## src/rtl/uart_word_packer.sv

```systemverilog
// Packs received UART bytes into BYTES_PER_WORD-byte words and writes each completed word to RAM.
// Optional macro PACKER_TIMEOUT_EN flushes a partial word after TIMEOUT_CYCLES idle cycles.
module uart_word_packer #(
  parameter int BYTES_PER_WORD = 2,
  parameter int ADDR_WIDTH     = 5,
  parameter int MSB_FIRST      = 1,
  parameter int TIMEOUT_CYCLES = 100000
) (
  input  logic                        clk,
  input  logic                        reset,
  input  logic                        rx_done,
  input  logic [7:0]                  data,
  input  logic                        clear,
  output logic                        ram_we,
  output logic [ADDR_WIDTH-1:0]       ram_wa,
  output logic [8*BYTES_PER_WORD-1:0] ram_din,
  output logic [ADDR_WIDTH:0]         word_count,
  output logic                        full,
  output logic                        overflow
);

  localparam int DW    = 8 * BYTES_PER_WORD;
  localparam int IDX_W = (BYTES_PER_WORD > 1) ? $clog2(BYTES_PER_WORD) : 1;
  localparam logic [IDX_W-1:0]      LAST_IDX = IDX_W'(BYTES_PER_WORD - 1);
  localparam logic [ADDR_WIDTH-1:0] ADDR_MAX = {ADDR_WIDTH{1'b1}};

  logic [IDX_W-1:0]      idx_q, idx_d;
  logic [ADDR_WIDTH-1:0] addr_q, addr_d;
  logic [DW-1:0]         buf_q, buf_d;
  logic                  we_q, we_d;
  logic [ADDR_WIDTH-1:0] wa_q, wa_d;
  logic [DW-1:0]         din_q, din_d;
  logic [ADDR_WIDTH:0]   cnt_q, cnt_d;
  logic                  full_q, full_d;
  logic                  ovf_q, ovf_d;

  logic [IDX_W-1:0]      lane_sel;
  logic [DW-1:0]         word_w;
  logic [DW-1:0]         commit_word;
  logic                  commit;

`ifdef PACKER_TIMEOUT_EN
  localparam int TO_W = $clog2(TIMEOUT_CYCLES + 1);
  logic [TO_W-1:0] idle_q, idle_d;
`else
  logic unused_timeout_cfg;
  assign unused_timeout_cfg = ^TIMEOUT_CYCLES;
`endif

  assign lane_sel = (MSB_FIRST != 0) ? (LAST_IDX - idx_q) : idx_q;

  always_comb begin
    idx_d       = idx_q;
    addr_d      = addr_q;
    buf_d       = buf_q;
    we_d        = 1'b0;
    wa_d        = wa_q;
    din_d       = din_q;
    cnt_d       = cnt_q;
    full_d      = full_q;
    ovf_d       = ovf_q;
    commit      = 1'b0;
`ifdef PACKER_TIMEOUT_EN
    idle_d      = idle_q;
`endif
    word_w = buf_q;
    for (int l = 0; l < BYTES_PER_WORD; l++) begin
      if (lane_sel == IDX_W'(l)) word_w[8*l +: 8] = data;
    end
    commit_word = word_w;

    if (clear) begin
      idx_d  = '0;
      addr_d = '0;
      buf_d  = '0;
      cnt_d  = '0;
      full_d = 1'b0;
      ovf_d  = 1'b0;
`ifdef PACKER_TIMEOUT_EN
      idle_d = '0;
`endif
    end else if (rx_done && full_q) begin
      ovf_d = 1'b1;
    end else if (rx_done) begin
      if (idx_q == LAST_IDX) begin
        commit = 1'b1;
      end else begin
        buf_d = word_w;
        idx_d = idx_q + 1'b1;
      end
`ifdef PACKER_TIMEOUT_EN
      idle_d = '0;
    end else if (idx_q != '0 && !full_q) begin
      // Unfilled lanes are already zero because the buffer is cleared after each word.
      if (idle_q == TO_W'(TIMEOUT_CYCLES - 1)) begin
        commit      = 1'b1;
        commit_word = buf_q;
      end else begin
        idle_d = idle_q + 1'b1;
      end
    end else begin
      idle_d = '0;
`endif
    end

    if (commit) begin
      we_d   = 1'b1;
      din_d  = commit_word;
      wa_d   = addr_q;
      idx_d  = '0;
      buf_d  = '0;
      cnt_d  = cnt_q + 1'b1;
`ifdef PACKER_TIMEOUT_EN
      idle_d = '0;
`endif
      // Address saturates at the last word; full blocks further writes.
      if (addr_q == ADDR_MAX) full_d = 1'b1;
      else                    addr_d = addr_q + 1'b1;
    end
  end

  always_ff @(posedge clk or posedge reset) begin
    if (reset) begin
      idx_q  <= '0;
      addr_q <= '0;
      buf_q  <= '0;
      we_q   <= 1'b0;
      wa_q   <= '0;
      din_q  <= '0;
      cnt_q  <= '0;
      full_q <= 1'b0;
      ovf_q  <= 1'b0;
`ifdef PACKER_TIMEOUT_EN
      idle_q <= '0;
`endif
    end else begin
      idx_q  <= idx_d;
      addr_q <= addr_d;
      buf_q  <= buf_d;
      we_q   <= we_d;
      wa_q   <= wa_d;
      din_q  <= din_d;
      cnt_q  <= cnt_d;
      full_q <= full_d;
      ovf_q  <= ovf_d;
`ifdef PACKER_TIMEOUT_EN
      idle_q <= idle_d;
`endif
    end
  end

  assign ram_we     = we_q;
  assign ram_wa     = wa_q;
  assign ram_din    = din_q;
  assign word_count = cnt_q;
  assign full       = full_q;
  assign overflow   = ovf_q;

endmodule

```

## config.mk

```make
export PLATFORM = sky130hd
export DESIGN_NAME = uart_word_packer
export DESIGN_NICKNAME = d
export VERILOG_FILES = /design/src/rtl/uart_word_packer.sv
export SDC_FILE = /design/constraint.sdc
export NUM_CORES = 1
export LEC_CHECK = 0
export CAP_MARGIN = 15
export CORE_MARGIN = 2
export CORE_UTILIZATION = 49
export CTS_CLUSTER_DIAMETER = 80
export DETAILED_ROUTE_END_ITERATION = 8
export PLACE_DENSITY = 0.78
export RECOVER_POWER = 50
export SYNTH_ARGS = -nofsm -noshare
export SYNTH_HDL_FRONTEND = slang
export SYNTH_SLANG_ARGS = --single-unit
export TNS_END_PERCENT = 30
```

## constraint.sdc

```tcl
create_clock -name clk -period 2.7 [get_ports clk]
set_clock_uncertainty 0.2 [all_clocks]
set_input_delay 0.54 -clock clk [delete_from_list [all_inputs] [get_ports clk]]
set_output_delay 0.54 -clock clk [all_outputs]
set_load 0.01 [all_outputs]
```

==> results of run 1 <==
metal layers:
layer / up-vias / share of wire / GRT usage
li1: 612 / - / -
met1: 617 / 0.43 / 0.2506
met2: 38 / 0.50 / 0.3106
met3: 8 / 0.050 / 0.04966
met4: 0 / 0.019 / 0.07552
met5: - / 0 / 0
cells by family after synthesis:
group	Yosys count
and+or+nand+nor	43
buffers and inverters	11
DFF	44
adders and majority gates	3
muxes	24
AOI/OAI and AO/OA	21
xor gates and xnor gates	3
layout by cell type, fill, tap and decap left out, types with 3 or more instances in the layout:
cell / Yosys / final
nand3_1: 3 / 3
nand3b_1: 8 / 9
a21oi_1: 14 / 14
mux2_2: 23 / 23
nand2_1: 12 / 12
clkdlybuf4s50_1: 0 / 39
nor2_1: 5 / 5
clkbuf_8: 0 / 5
o31ai_1: 3 / 3
ha_1: 3 / 3
dfrtp_1: 44 / 44
nor2b_1: 3 / 3
state kept, by name (all words and copies together), names as in the netlist:
register / count
ram_we: 1
word_count: 6
overflow: 1
addr_q: 5
ram_din: 16
full: 1
idx_q: 1
ram_wa: 5
buf_q: 8
power breakdown:
group | total (uW) | switching (uW) | leakage (uW) | internal, uW
Combinational | 291 | 113 | 0.000425 | 178
Sequential | 770 | 42.2 | 0.000589 | 727
Clock | 512 | 233 | 0.0000583 | 279
Total | 1570 | 389 | 0.00107 | 1180
per-stage QoR:
step	hold slack (ns)	instances	setup slack [ns]	instance area, sq um
2_1_floorplan	0.2791	149	0.7904	1869
3_3_place_gp	0.2873	234	0.4208	2338
3_5_place_dp	0.2952	234	0.3606	2338
4_1_cts	0.3136	242	0.5634	2455
5_1_grt	0.3285	242	0.3044	2436
6_report	0.3102	242	0.3685	2436
area by class of cell:
class,instances,area share
clock buffers,5,0.02825
clock inverters,3,0.01952
well taps,48,0.02465
multi-input cells,94,0.2861
inverters,2,0.003082
flip-flops and latches,44,0.4520
repair buffers,46,0.1864
worst register-to-register path, delay by kind of cell (launching register included):
| kind | cells | cell delay [ns] |
|---|---|---|
| AO/OA/AOI/OAI | 1 | 0.18 |
| AND/OR/NAND/NOR | 2 | 0.75 |
| flip-flops | 1 | 0.44 |
| adder cells (fa/ha/maj) | 2 | 0.50 |
worst paths after layout:
| path | from | endpoint | slack, ns | cells after the start |
|---|---|---|---|---|
| worst max-delay path | rx_done | addr_q[4] | 0.37 | 4 |
| worst min-delay path | ram_din[8] | ram_din[8] | 0.31 | 1 |
| worst max register to register | addr_q[0] | addr_q[3] | 0.56 | 5 |
| worst min register to register | ram_din[8] | ram_din[8] | 0.31 | 1 |
| max in group asynchronous | reset | ram_wa[3] | 0.87 | 3 |
| min in group asynchronous | reset | ram_din[14] | 0.79 | 3 |
==> impl_metrics.tcl, run 1 <==
set metrics [dict create \
    setup_viol 0 \
    worstSetupPathType "primary input to register" \
    hold_buffers 0 \
    synthAdderAreaFrac 0.02008 \
    max-slew-margin-rel 0.3075 \
    cts_tree "built" \
    yosysWarnings 0 \
    syn-cell-area_sq_um 1869 \
    grt_first_pass_wirelength_mm 6.196 \
    synth-compound-area-share 0.06225 \
    initial_core_util 0.5106 \
    die_y_microns 65.77 \
    gp_congestion 0.7216 \
    grt_pass1_vias 1320 \
    cts.htree.levels 2 \
    synthSimpleGateAreaFrac 0.1392 \
    vias_per_cell 5.269 \
    period_share 0.8635 \
    hp-class "register to register" \
    clkLatencyLatePin_ns 0.30 \
    status "complete, no violations" \
    die_area_sq_um 4325 \
    drt-pass1-iter-count 4 \
    ir_drop_uv 396.5 \
    synthFlopType "dfrtp_1" \
    synth_top_family_by_area "multiplexers" \
    synthXorXnorAreaFrac 0.01406 \
    pwr_density_cell_nw_per_um2 645.5 \
    drcViolationCount 0 \
    cp-end-kind "register" \
    clock_path_buffers 2 \
    antenna_left 0 \
    multi_input_area_sq_um 696.9 \
    num_vias 1275 \
    muxShareOfSynthArea 0.1439 \
    hold_viol_final 0 \
    cts_buffers 5 \
    synth.avg_cell_area_sq_um 12.55 \
    core-area_sq_um 3661 \
    syn_inst 149 \
    gr-usage-all-layers 0.1934 \
    crit_family "simple AND/OR/NAND/NOR gates" \
    yosys.area.top_type "dfrtp_1" \
    totalPowerFinal_uw 1572 \
    cts_resized 0 \
    syn-num-nets 164 \
    areaGrowthSynthToFinish_pct 30.32 \
    drt_iter0_drc 46 \
    num_rows 22 \
    rsz0062_at_grt "false" \
    synthArstFlopShare 1.000 \
    synth_edf_count 0 \
    antenna_found_initial 0 \
    maxCapViolCount 0 \
    slowest_stage "dlygate4sd3_1" \
    yosysMostFrequentCell "dfrtp_1" \
    ys_ff_latch 44 \
    synthTopCellsByArea "dfrtp_1 (59%), mux2_2 (14%), a21oi_1 (3.7%), nand3b_1 (3.2%), nand2_1 (2.4%)" \
    fp.dieW_microns 65.77 \
    hpwl_mm 2.500 \
    seq_area_sq_um 1101 \
    diodes 0 \
    slew_violations 0 \
    crit_chain "dlygate4sd3_1 -> nand3b_1 -> nor3_1 -> mux2_2" \
    nets 208 \
    synth_top_cells_by_count "dfrtp_1 (44), mux2_2 (23), a21oi_1 (14), nand2_1 (12), nand3b_1 (8)" \
    worstPathArrival_ns 2.32 \
    startpoint_type "primary input" \
    place.port_buffers 41 \
    ys_seq_area_frac 0.5890 \
    wl_per_cell_microns 15.42 \
    drive_gt1_frac 0.1907 \
    io_pins 42 \
    grt.overflow.total 0 \
    cp_max_fo 11 \
    post-route-util 0.6654 \
    critPathMaxStageDelay_ns 0.65 \
    synth_top_area_frac 0.5890 \
    synth_cell_types 30 \
    routed_wl_mm 3.731 \
    postCtsSetupRepairBufs 0 \
    cp_num_buf_inv 1 \
    cts_sinks 44 \
    cp_data_required_time_ns 2.69 \
    max_freq_mhz 428.9 \
    fin_tns_setup_ns 0 \
    grt_max_degree 45 \
    worst_pin_slew_ns 1.039 \
    n_fill_cell 280 \
    layout_min_cycle_time_ns 2.332 \
    root_buffer "clkbuf_8" \
    p_leak_uw 0.001072 \
    path_clk_slew_ns 0.08 \
]
No activity file was read; power rests on OpenSTA's default activity.
==> inputs of run 2 (changes only) <==
--- a/config.mk
+++ b/config.mk
@@ -8,8 +8,9 @@
 export CAP_MARGIN = 15
 export CORE_MARGIN = 2
 export CORE_UTILIZATION = 49
-export CTS_CLUSTER_DIAMETER = 80
+export CTS_CLUSTER_DIAMETER = 60
 export DETAILED_ROUTE_END_ITERATION = 8
+export GPL_TIMING_DRIVEN = 0
 export PLACE_DENSITY = 0.78
 export RECOVER_POWER = 50
 export SYNTH_ARGS = -nofsm -noshare
==> run 2 against run 1 <==
Net effect:
- utilization shrank 0.38 points
- cell count grew 1.2%
- clock-buffer cell count grew 2
- global-route usage grew 0.16 points
- flip-flop and latch count is the same
- register-to-register slack lost 0.02 ns
- critical path type unchanged
==> impl_metrics.tcl, run 2 (synthesis gave the netlist of run 1 again) <==
set metrics [dict create \
    fin_tns_setup_ns 0 \
    hold_viol_final 0 \
    grtUsageMet3 0.05308 \
    max_freq_mhz 424.4 \
    drt_iter0_drc 37 \
    status "complete, no violations" \
    wl_per_cell_microns 15.24 \
    cts_sinks 44 \
    worstSetupPathType "primary input to register" \
    io_pins 42 \
    slew_violations 0 \
    setup_viol 0 \
    startpoint_type "primary input" \
    hp-class "register to register" \
    cp-end-kind "register" \
    largest_register_ffs 16 \
    gr-usage-all-layers 0.1950 \
    drt-pass1-iter-count 4 \
    nets 212 \
    drive_gt1_frac 0.1827 \
    use_met2 0.3270 \
    num_vias 1300 \
    cts.htree.levels 2 \
    grt_max_degree 45 \
    p_leak_uw 0.001083 \
    fp.dieW_microns 65.77 \
    hpwl_mm 2.730 \
    path_clk_slew_ns 0.07 \
    die_y_microns 65.77 \
    initial_core_util 0.5106 \
    root_buffer "clkbuf_8" \
    postCtsSetupRepairBufs 0 \
    cts_tree "built" \
    clkLatencyLatePin_ns 0.29 \
    antenna_found_initial 0 \
    worst_pin_slew_ns 0.8616 \
    areaGrowthSynthToFinish_pct 29.58 \
    final_common_cell "dfrtp_1" \
    diodes 0 \
    post-route-util 0.6617 \
    routed_wl_mm 3.735 \
    clock_path_buffers 2 \
    layout_min_cycle_time_ns 2.356 \
    num_rows 22 \
    rsz0062_at_grt "false" \
    grt_first_pass_wirelength_mm 6.265 \
    n_fill_cell 283 \
    antenna_left 0 \
    cts_buffers 5 \
    pwr_density_cell_nw_per_um2 616.4 \
    cp_data_required_time_ns 2.68 \
    max-slew-margin-rel 0.4247 \
    gp_congestion 0.7494 \
    grt_pass1_vias 1316 \
    ir_drop_uv 455.3 \
    die_area_sq_um 4325 \
    drcViolationCount 0 \
    layout_common_cells "dfrtp_1 (44), clkdlybuf4s50_1 (32), mux2_2 (23), a21oi_1 (14), nand2_1 (12)" \
    grt.busiest_layer "met2" \
    period_share 0.8728 \
    core-area_sq_um 3661 \
    worstPathArrival_ns 2.34 \
    cp_max_fo 10 \
    maxCapViolCount 0 \
    vias_per_cell 5.306 \
    hold_buffers 0 \
    cts_resized 0 \
    grt.overflow.total 0 \
    place.port_buffers 41 \
    met1_usage 0.2411 \
]
run 2: changes by cell type in the layout (fill, tap and decap cells not counted):
cell / change
buf_2: +1
clkinv_1: -1
bufinv_16: -1
clkbuf_8: +2
clkdlybuf4s50_1: -7
buf_6: +2
buf_4: -2
clkbuf_2: -1
dlygate4sd3_1: +7
buf_12: -1
inv_2: +1
clkbuf_1: +5
clkinv_4: -2
run 2: metal layers:
metal  up-vias  share of wire
met5         -              0
met4         0          0.016
met3         6          0.039
li1        618              -
met1       649           0.43
met2        27           0.51
run 2: worst max-delay path: stages:
cell and delay (ns):
dlygate4sd3_1 0.66, nand3b_1 0.33, nor3_1 0.42, mux2_2 0.38
run 2: area by class of cell:
| class | instances | area, sq um | share of cell area |
|---|---|---|---|
| multi-input cells | 94 | 696.9 | 0.2877 |
| flip-flops and latches | 44 | 1101 | 0.4545 |
| plain buffers | 9 | 50.05 | 0.02066 |
| clock buffers | 7 | 96.34 | 0.03977 |
| well taps | 48 | 60.06 | 0.02479 |
| inverters | 2 | 7.507 | 0.003099 |
| repair buffers | 41 | 410.4 | 0.1694 |
run 2: final timing paths:
check	from	endpoint	slack, ns	cells past startpoint
max	rx_done	addr_q[4]	0.34	4
min	ram_wa[2]	ram_wa[2]	0.31	1
max reg2reg	addr_q[0]	addr_q[4]	0.54	5
min reg2reg	ram_wa[2]	ram_wa[2]	0.31	1
max in group asynchronous	reset	full	1.08	2
min in group asynchronous	reset	ram_wa[3]	0.67	2
run 2: metrics by stage:
stage / hold WS [ns] / instance area [sq um] / instances / setup WS (ns) / total power, uW
floorplan: 0.2791 / 1869 / 149 / 0.7904 / 908.9
CTS: 0.3124 / 2436 / 245 / 0.5423 / 1515
global route: 0.3177 / 2422 / 245 / 0.2575 / 1565
global placement: 0.2892 / 2340 / 238 / 0.1269 / 1069
detailed placement: 0.2954 / 2340 / 238 / 0.2264 / 1082
finish: 0.3057 / 2422 / 245 / 0.3435 / 1493
run 2: where the power goes:
part | leakage (uW) | switching, uW | internal [uW] | total (uW)
logic | 0.000444 | 119 | 173 | 291
registers | 0.000589 | 38.1 | 728 | 766
clock network | 0.0000503 | 208 | 228 | 436
==> inputs of run 3 (changes only) <==
--- a/config.mk
+++ b/config.mk
@@ -5,9 +5,11 @@
 export SDC_FILE = /design/constraint.sdc
 export NUM_CORES = 1
 export LEC_CHECK = 0
+export ABC_CLOCK_PERIOD_IN_PS = 2700
 export CAP_MARGIN = 15
 export CORE_MARGIN = 2
 export CORE_UTILIZATION = 49
+export CTS_BUF_LIST = sky130_fd_sc_hd__clkbuf_16
 export CTS_CLUSTER_DIAMETER = 60
 export DETAILED_ROUTE_END_ITERATION = 8
 export GPL_TIMING_DRIVEN = 0
==> run 3 against run 2 <==
Net effect:
- non-clock buffer count did not move
- utilization rose by 1.3 points
- critical endpoint is now ram_din[6]
- worst hold slack got worse by 0.0067 ns
- critical path depth rose by 1
- flip-flop and latch count did not move
- cell count did not move
- combinational power barely moved
- clock power rose by 28%
- critical path type unchanged
==> impl_metrics.tcl, run 3 (synthesis gave the netlist of run 1 again) <==
set metrics [dict create \
    grt_pass1_vias 1385 \
    grt.overflow.total 0 \
    io_pins 42 \
    cts_tree "built" \
    max-slew-margin-rel 0.4127 \
    cts_sinks 44 \
    cp_data_required_time_ns 2.67 \
    rsz0062_at_grt "false" \
    worstPathArrival_ns 2.20 \
    areaGrowthSynthToFinish_pct 32.20 \
    holdCritStartpoint "ram_wa[1]" \
    vias_per_cell 5.437 \
    crit_family "buffers and inverters" \
    ir_drop_uv 351.6 \
    hp-class "register to register" \
    slowest_stage "dlygate4sd3_1" \
    slew_violations 0 \
    antenna_left 0 \
    routed_wl_mm 3.963 \
    layout_min_cycle_time_ns 2.238 \
    post-route-util 0.6750 \
    diodes 0 \
    worst_pin_slew_ns 0.8797 \
    final_common_cell "dfrtp_1" \
    seq_area_sq_um 1101 \
    largest_register_ffs 16 \
    setup_viol 0 \
    core-area_sq_um 3661 \
    gr-usage-all-layers 0.2078 \
    p_leak_uw 0.001124 \
    period_share 0.8288 \
    path_clk_slew_ns 0.06 \
    clkLatencyLatePin_ns 0.28 \
    ff2ff_path_depth 5 \
    r2r_start "addr_q[0]" \
    postCtsSetupRepairBufs 0 \
    n_fill_cell 270 \
    cts.htree.levels 2 \
    instances_no_fill 245 \
    intPower_uw 1230 \
    grt_max_degree 45 \
    place.port_buffers 41 \
    num_rows 22 \
    holdPathEnd "ram_wa[1]" \
    fp.dieW_microns 65.77 \
    multi_input_area_sq_um 709.4 \
    cts_buffers 5 \
    drcViolationCount 0 \
    critPathMaxStageDelay_ns 0.70 \
    worstSetupPathType "primary input to register" \
    die_area_sq_um 4325 \
    num_vias 1332 \
    hpwl_mm 2.730 \
    power_frac_clock 0.345 \
    switchingPower_uw 385.2 \
    root_buffer "clkbuf_16" \
    worst-r2r-setup-slack_ns 0.50 \
    power_frac_comb 0.179 \
    crit_chain "dlygate4sd3_1 -> and4bb_2 -> buf_2 -> buf_6 -> mux2_2" \
    grt_first_pass_wirelength_mm 6.651 \
    r2r_end "addr_q[1]" \
    drt_iter0_drc 49 \
    cp_num_buf_inv 3 \
    die_y_microns 65.77 \
    gp_congestion 0.7494 \
    max_freq_mhz 446.9 \
    nets 212 \
    hold_buffers 0 \
    hold_viol_final 0 \
    layout_common_cells "dfrtp_1 (44), clkdlybuf4s50_1 (29), mux2_2 (23), a21oi_1 (14)" \
    power_frac_seq 0.475 \
    cp_max_fo 10 \
    cp.depth 5 \
    antenna_found_initial 0 \
    wl_per_cell_microns 16.18 \
    cp-end-kind "register" \
    pwr_density_cell_nw_per_um2 653.6 \
    swShare 0.2385 \
    drt-pass1-iter-count 4 \
    status "complete, no violations" \
    clock_path_buffers 2 \
    numPlacedInstances 238 \
    maxCapViolCount 0 \
    drive_gt1_frac 0.1777 \
    whs_path_depth 1 \
    initial_core_util 0.5106 \
    startpoint_type "primary input" \
    fin_tns_setup_ns 0 \
    cts_resized 0 \
]
## run 3: cell types whose count changed in the layout (fill, tap and decap cells not counted), sizes merged
cell	delta
clkdlybuf4s50	-3
dlygate4sd3	+3
clkbuf	-2
clkinv	+2
## run 3: power by group through the flow
stage                     sequential [uW]  combinational (uW)  clock [uW]
after global placement                775                 294           0
after detailed placement              781                 301           0
final                                 767                 290         558
after global routing                  778                 313         601
after floorplan                       804                 105           0
after CTS                             770                 303         563
## run 3: layout make-up
cell class              count  area share
well taps                  48     0.02430
flip-flops and latches     44      0.4456
multi-input cells          94      0.2871
clock buffers               5     0.05063
inverters                   2    0.003038
repair buffers             41      0.1661
plain buffers               9     0.02025
clock inverters             2    0.003038
## run 3: worst max-delay path by stage
stage                    from            end
floorplan           addr_q[0]      addr_q[1]
global placement        reset  word_count[0]
detailed placement    rx_done     ram_din[6]
CTS                 addr_q[0]      addr_q[4]
global route          rx_done      addr_q[1]
finish                rx_done     ram_din[6]
## run 3: per-stage QoR
stage	area [sq um]	setup slack [ns]	hold WS, ns	total power (uW)
floorplan	1869	0.7904	0.2791	908.9
global placement	2340	0.1269	0.2892	1069
detailed placement	2340	0.2264	0.2954	1082
CTS	2472	0.5139	0.3081	1636
global route	2471	0.3843	0.3125	1691
finish	2471	0.4623	0.2990	1615
## run 3: per-layer routing
metal,global-route usage,share of wire
met1,0.2520,0.42
met2,0.3561,0.53
met3,0.05822,0.038
met4,0.06771,0.016
met5,0,0
